**src/rtl/mem_arbiter.sv**
```systemverilog
// Byte-serial RAM arbiter between instruction fetch and the MEM stage (MEM has fixed priority).
// Optional MEM_ARB_FETCH_ABORT_EN: a MEM request aborts an in-progress fetch, which restarts afterwards.
module mem_arbiter #(
  parameter int unsigned ADDR_W = 17
) (
  input  logic              clk,
  input  logic              rst,
  input  logic              rdy,
  input  logic              if_req,
  input  logic [31:0]       if_addr,
  input  logic              if_flush,
  output logic              if_ack,
  output logic [31:0]       if_data,
  input  logic              mem_req,
  input  logic              mem_we,
  input  logic [1:0]        mem_size,
  input  logic [31:0]       mem_addr,
  input  logic [31:0]       mem_wdata,
  output logic              mem_ack,
  output logic [31:0]       mem_rdata,
  output logic [ADDR_W-1:0] ram_a,
  output logic              ram_wr,
  output logic [7:0]        ram_dout,
  input  logic [7:0]        ram_din
);

  typedef enum logic [2:0] {IDLE, IF_RD, MEM_RD, MEM_WR, DONE} state_t;

  state_t              state, state_n;
  logic                owner_mem;
  logic [2:0]          k, n, size_n, a_off;
  logic [ADDR_W-1:0]   base;
  logic [31:0]         wdata, rbuf, if_data_q, mem_rdata_q;
  logic                grant_mem, grant_if, k_inc, cap;
  logic                unused_hi;

  assign unused_hi = ^{if_addr[31:ADDR_W], mem_addr[31:ADDR_W]};

  always_comb begin
    case (mem_size)
      2'b00:   size_n = 3'd1;
      2'b01:   size_n = 3'd2;
      default: size_n = 3'd4;
    endcase
  end

  always_ff @(posedge clk) begin
    if (rst) state <= IDLE;
    else     state <= state_n;
  end

  always_comb begin
    state_n   = state;
    grant_mem = 1'b0;
    grant_if  = 1'b0;
    k_inc     = 1'b0;
    cap       = 1'b0;
    if_ack    = 1'b0;
    mem_ack   = 1'b0;
    ram_wr    = 1'b0;
    ram_dout  = '0;
    a_off     = n - 3'd1;
    case (state)
      IDLE: begin
        if (rdy) begin
          if (mem_req) begin
            grant_mem = 1'b1;
            state_n   = mem_we ? MEM_WR : MEM_RD;
          end else if (if_req && !if_flush) begin
            grant_if = 1'b1;
            state_n  = IF_RD;
          end
        end
      end
      IF_RD, MEM_RD: begin
        // While paused, keep re-presenting the previous byte address so the
        // RAM output lines up with lane k-1 on the first cycle rdy is back.
        if (k == n || (!rdy && k != 3'd0)) a_off = k - 3'd1;
        else                                a_off = k;
        if (rdy) begin
          cap = (k != 3'd0);
          if (state == IF_RD && if_flush) state_n = IDLE;
`ifdef MEM_ARB_FETCH_ABORT_EN
          else if (state == IF_RD && mem_req) begin
            grant_mem = 1'b1;
            state_n   = mem_we ? MEM_WR : MEM_RD;
          end
`endif
          else if (k == n) state_n = DONE;
          else             k_inc   = 1'b1;
        end
      end
      MEM_WR: begin
        a_off    = k;
        ram_wr   = rdy;
        ram_dout = wdata[{k[1:0], 3'b000} +: 8];
        if (rdy) begin
          if (k == n - 3'd1) state_n = DONE;
          else               k_inc   = 1'b1;
        end
      end
      DONE: begin
        if (rdy) begin
          state_n = IDLE;
          if (owner_mem)      mem_ack = 1'b1;
          else if (!if_flush) if_ack  = 1'b1;
        end
      end
      default: state_n = IDLE;
    endcase
  end

  always_ff @(posedge clk) begin
    if (rst) begin
      owner_mem   <= 1'b0;
      k           <= '0;
      n           <= 3'd1;
      base        <= '0;
      wdata       <= '0;
      rbuf        <= '0;
      if_data_q   <= '0;
      mem_rdata_q <= '0;
    end else begin
      if (cap) begin
        for (int unsigned i = 0; i < 4; i++)
          if (k == 3'(i + 1)) rbuf[8*i +: 8] <= ram_din;
      end
      // A grant in the same cycle as a capture (fetch abort) must win.
      if (grant_mem) begin
        owner_mem <= 1'b1;
        base      <= mem_addr[ADDR_W-1:0];
        n         <= size_n;
        wdata     <= mem_wdata;
        k         <= '0;
        rbuf      <= '0;
      end else if (grant_if) begin
        owner_mem <= 1'b0;
        base      <= if_addr[ADDR_W-1:0];
        n         <= 3'd4;
        k         <= '0;
        rbuf      <= '0;
      end else if (k_inc) begin
        k <= k + 3'd1;
      end
      if (if_ack)  if_data_q   <= rbuf;
      if (mem_ack) mem_rdata_q <= rbuf;
    end
  end

  assign ram_a     = base + ADDR_W'(a_off);
  assign if_data   = (state == DONE && !owner_mem) ? rbuf : if_data_q;
  assign mem_rdata = (state == DONE &&  owner_mem) ? rbuf : mem_rdata_q;

endmodule

```
**config.mk**
```make
export PLATFORM = sky130hd
export DESIGN_NAME = mem_arbiter
export DESIGN_NICKNAME = d
export VERILOG_FILES = /design/src/rtl/mem_arbiter.sv
export SDC_FILE = /design/constraint.sdc
export NUM_CORES = 1
export LEC_CHECK = 0
export ABC_AREA = 1
export BUFFER_PORTS_ARGS = -buffer_cell sky130_fd_sc_hd__buf_2
export CORE_MARGIN = 3
export CORE_UTILIZATION = 25
export CTS_BUF_LIST = sky130_fd_sc_hd__clkbuf_8
export CTS_CLUSTER_SIZE = 20
export DETAILED_ROUTE_END_ITERATION = 6
export GPL_TIMING_DRIVEN = 0
export PLACE_DENSITY_LB_ADDON = 0.05
export SYNTH_ARGS = -nofsm -noshare
export SYNTH_HDL_FRONTEND = slang
export SYNTH_SLANG_ARGS = --single-unit
```
**constraint.sdc**
```tcl
create_clock -name clk -period 2.9 [get_ports clk]
set_input_delay 0.145 -clock clk [delete_from_list [all_inputs] [get_ports clk]]
set_output_delay 0.145 -clock clk [all_outputs]
set_load 0.05 [all_outputs]
```
# Word level (Yosys, flattened, before mapping)
# Cells that the tools add are included.
# op_classes
add_sub_neg,4
n_eq_ne,18
shift,1
n_mux,46
n_reduce_logical,20
# ops
op,n
$mux W32,2
$mux W3,12
$mux W17,2
$shiftx A32 B6 Y8,1
$mux W1,25
$add A17 B3 Y17,1
$eq A3 B2 Y1 const B,4
$pmux W3 S2,2
$pmux W3 S4,1
$ne A2 B2 Y1 const B,5
$mux W8,1
$reduce_and A2 Y1,4
$reduce_and A7 Y1,1
$eq A3 B1 Y1 const B,2
$eq A3 B3 Y1,2
$eq A3 B3 Y1 const B,2
$ne A3 B3 Y1 const B,2
$sub A3 B1 Y3 const B,2
$logic_and A1 B1 Y1,5
$add A3 B1 Y3 const B,1
$logic_not A1 Y1,3
$logic_not A3 Y1,1
$reduce_bool A3 Y1,1
$reduce_or A3 Y1,1
other kinds (6),6
# word_totals
ff_bits,155
inputBits,113
output_inout_bits,92
elab_cells,101

# Logic depth before layout (Yosys ltp)
# logic_depth
word_depth,8
mapped_depth,20
mapped_depth_nobuf,19

# Least setup slack after synthesis
# OpenSTA, ideal clock, no wires.
# synth_timing
path_type,flip-flop to output port
from,register k[0]
to,output ram_a[14]
t_arrival_ns,3.624
required_time_ns,2.755
slack_ns,-0.869
path_stages_with_launch,18
path_buffers,1
cell_sequence,dfxtp_1 > clkinv_1 > clkbuf_1 > ha_1 > inv_1 > o21ai_0 > nand2_1 > a21oi_1 > o22ai_1 > ha_1 > inv_1 > fa_1 > o21ai_1 > nand2_1 > nor3_2 > nand2_1 > nor2_1 > xor2_1
# synth_between
elab_chain_len,6
word_cells_on_any_way,8
# synth_rtl
item,line,text
start: declaration,31,"logic [2:0] k, n, size_n, a_off;"
start signal: assignment,143,k <= k + 3'd1;
branches (longest 4 deep; another with $sub A3 B1 Y3),--,
$pmux W3 S2 *,63,case (state)
$add A17 B3 Y17 *,150,assign ram_a = base + ADDR_W'(a_off);
end: declaration,21,"output logic [ADDR_W-1:0] ram_a,"
# Every way passes the cells marked *.

# Worst setup path after layout
# Ends and elaborated chain as after synthesis.

==> summary.md <==
| Metric | Value |
|---|---|
| Outcome | `complete, but fails checks` |
| Failing checks | `setup timing` |
| Worst Setup End Kind | `primary output` |
| Total gr overflow | `0` |
| Area grow syn2layout | `38.1%` |
| Top cell type's share of synthesized area | `0.417` |
| Syn Inst Count | `just over 1,000` |
| Design area | `between 10,000 and 15,000 µm²` |
| Commonest non-fill, non-tap cell in the layout | `nand2_1` |
| Post-Syn Area per Cell | `roughly 7.3 µm²` |
| Hpwl dp | `about 20 mm` |
| Period utilization | `1.24` |
| DRT iter0 DRCs | `between 300 and 400` |
| Final Wtd Congestion | `about 0.76` |
| Die W | `about 180 µm` |
| WS Path Type | `register to primary output` |
| Final core utilization | `0.354` |
| # port buffers | `roughly 170` |
| Post-synthesis sequential area ratio | `0.417` |
| Clock transition at path regs | `about 0.08 ns` |
| Sink Count | `155` |
| Vias in the first global route | `~7,600` |
| Row count | `62` |
| Worst Tran Pin Value | `around 0.86 ns` |
| Drt total wl | `about 28 mm` |
| P per Cell Area | `506 nW/µm²` |
| Final Instance Count excl. Fillers | `approximately 1,700` |
| Slew Viols, Final | `0` |
| Dpl cells | `between 1,500 and 2,000` |
| First-pass iteration count of the detailed router | `5` |
| Worst-case hold slack | `between 0.015 and 0.02 ns` |
| Crit path arrival time | `3.44 ns` |
| Worst-skew pair later-pin latency | `~0.46 ns` |
| Max clock buf depth | `2` |
| Post-route setup TNS | `-6.25 ns` |
| RSZ-0062 raised after global routing | `true` |
| Initial antenna violation count | `2` |
| CP Launch Type | `register` |
| Final setup violation count | `15` |
| Worst vdd ir | `0.264 mV` |
| Vias/cell | `roughly 4.5` |
| Total global-route track usage | `0.174` |
| WL per Instance | `16.4 µm` |
| Leakage | `4.08 nW` |
| Largest net degree at the start of global routing | `17` |
| Core ar. | `29,000 µm²` |
| First-pass GRT wire length | `about 43 mm` |
| H-tree levels | `4` |
| Clk root buf | `clkbuf_8` |
| Overall power | `5.20 mW` |
| Drc violations | `0` |
| TritonCTS clock tree | `built` |
| Hold Path Class | `input pin to register` |
| Post-route setup slack | `-0.686 ns` |
| Max-Slew Margin vs Limit | `0.425` |
| Yosys cell types | `37` |
| Number of synthesis warnings | `0` |
| Final clock skew | `approximately 0.017 ns` |
| DR vias | `roughly 7,600` |
| Peak Freq | `~280 MHz` |
| Ant diodes | `0` |
| Seq cells post-synth | `between 150 and 200` |
| Fin nets | `1,406` |
| Post-synth top area cell | `dfxtp_1` |
| Maximum fanout along the worst path | `6` |
| Synth top area cells | `dfxtp_1 42%, nand2_1 10%, o21ai_0 9.7%` |
| Area of placed instances | `~9000 µm²` |
| Die area | `roughly 32,000 µm²` |
| Starting density of the core | `0.257` |
| Pre-CTS WS | `-0.839 ns` |
| Antenna-violating nets left | `0` |
| CTS buffer count | `17` |
| Mapped Area | `roughly 7400 µm²` |
| Crit path time final | `3.59 ns` |
| Fin. Hold Viols | `0` |
| Critical path data required time | `about 2.8 ns` |
| Commonest non-fill, non-tap cells in the layout | `196 x nand2_1, 178 x buf_2, 151 x dfxtp_1` |
| Max-cap check violation count | `0` |
| Total nets after synthesis | `approximately 1,100` |
| Top Ports | `205` |
| Layout cells sized above 1 | `0.278` |
| Die span in y | `~180 µm` |
## cell usage after synthesis, drive strengths merged
cell / number
a31oi: 1
buf: 33
clkinv: 1
a211oi: 32
o211ai: 17
xnor2: 2
inv: 92
or2: 17
nand3: 18
fa: 1
clkbuf: 34
nand2: 209
nand3b: 1
nor4: 3
nand4: 8
nor3: 7
o31ai: 1
a21oi: 112
o22ai: 15
ha: 10
xor2: 10
dfxtp: 155
o21ai: 147
nor2: 97
## critical path, cell delays in order, from the launching register on
cell and delay, ns:
dfxtp_4 0.38, clkinv_8 0.05, clkbuf_16 0.12, ha_4 0.12, inv_2 0.04, o21ai_4 0.14
nand2_4 0.09, nand3_2 0.07, nand2_2 0.05, o22ai_2 0.15, ha_2 0.22, inv_2 0.04
fa_2 0.34, o21ai_2 0.16, nand2_2 0.10, nor3_4 0.29, nand2_2 0.12, nor2_4 0.17
xor2_4 0.15, buf_6 0.17
## cells by family (layout without fill, tap and decap cells)
family / Yosys count / count (layout) / share of synthesized area
AO/OA/AOI/OAI: 325 / 325 / 0.251
XOR/XNOR: 12 / 12 / 0.0141
adder cells (fa/ha/maj): 11 / 11 / 0.0195
buffers and inverters: 160 / 432 / 0.0904
flip-flops: 155 / 155 / 0.417
AND/OR/NAND/NOR: 360 / 360 / 0.208
## layout make-up
class                   instances  area [µm²]
plain buffers                  67         374
clock buffers                  18         248
clock inverters                14         184
fillers                      3214       18700
inverters                      93         367
multi-input cells             708        3930
flip-flops and latches        155        3120
well taps                     384         480
repair buffers                240        1580
## where the power goes
part | internal (mW) | leakage [nW] | switching [mW]
clock | 0.899 | 0.216 | 0.934
combinational | 0.399 | 2.60 | 0.701
sequential | 2.21 | 1.26 | 0.0563
## flip-flops by register name, summed over array words and instances, names as in the netlist
name / cells
n: 3
owner_mem: 1
rbuf: 32
base: 17
state: 3
k: 3
wdata: 32
mem_rdata_q: 32
if_data_q: 32
## timing repair
item	CTS	global route
endpoints found under the hold margin	47	0
setup endpoints to repair	16	19
buffers inserted	13	7
hold buffers	48	0
pin swaps	14	14
gates resized for setup	44	39
## routing by layer
layer / vias to the layer above / part of all wire / wire [µm] / track usage
met1: 3537 / 0.47 / 12900 / 0.234
met5: - / 0.00084 / 23 / 0
met2: 154 / 0.48 / 13100 / 0.291
li1: 3912 / - / - / -
met4: 4 / 0.010 / 287 / 0.0334
met3: 20 / 0.043 / 1170 / 0.0343
## final timing paths
| check | startpoint | endpoint | slack (ns) | cells after the start |
|---|---|---|---|---|
| worst min-delay path | mem_wdata[17] | wdata[17]$_SDFFE_PP0P_ | 0.02 | 3 |
| worst min register to register | rbuf[11]$_SDFFE_PP0P_ | mem_rdata_q[11]$_SDFFE_PP0P_ | 0.46 | 2 |
| worst max register to register | state[0]$_SDFFE_PP0P_ | n[1]$_SDFFE_PP0P_ | 0.62 | 8 |
| worst max-delay path | k[0]$_SDFFE_PP0P_ | ram_a[14] | -0.69 | 19 |
No activity file was read; power rests on OpenSTA's default activity.
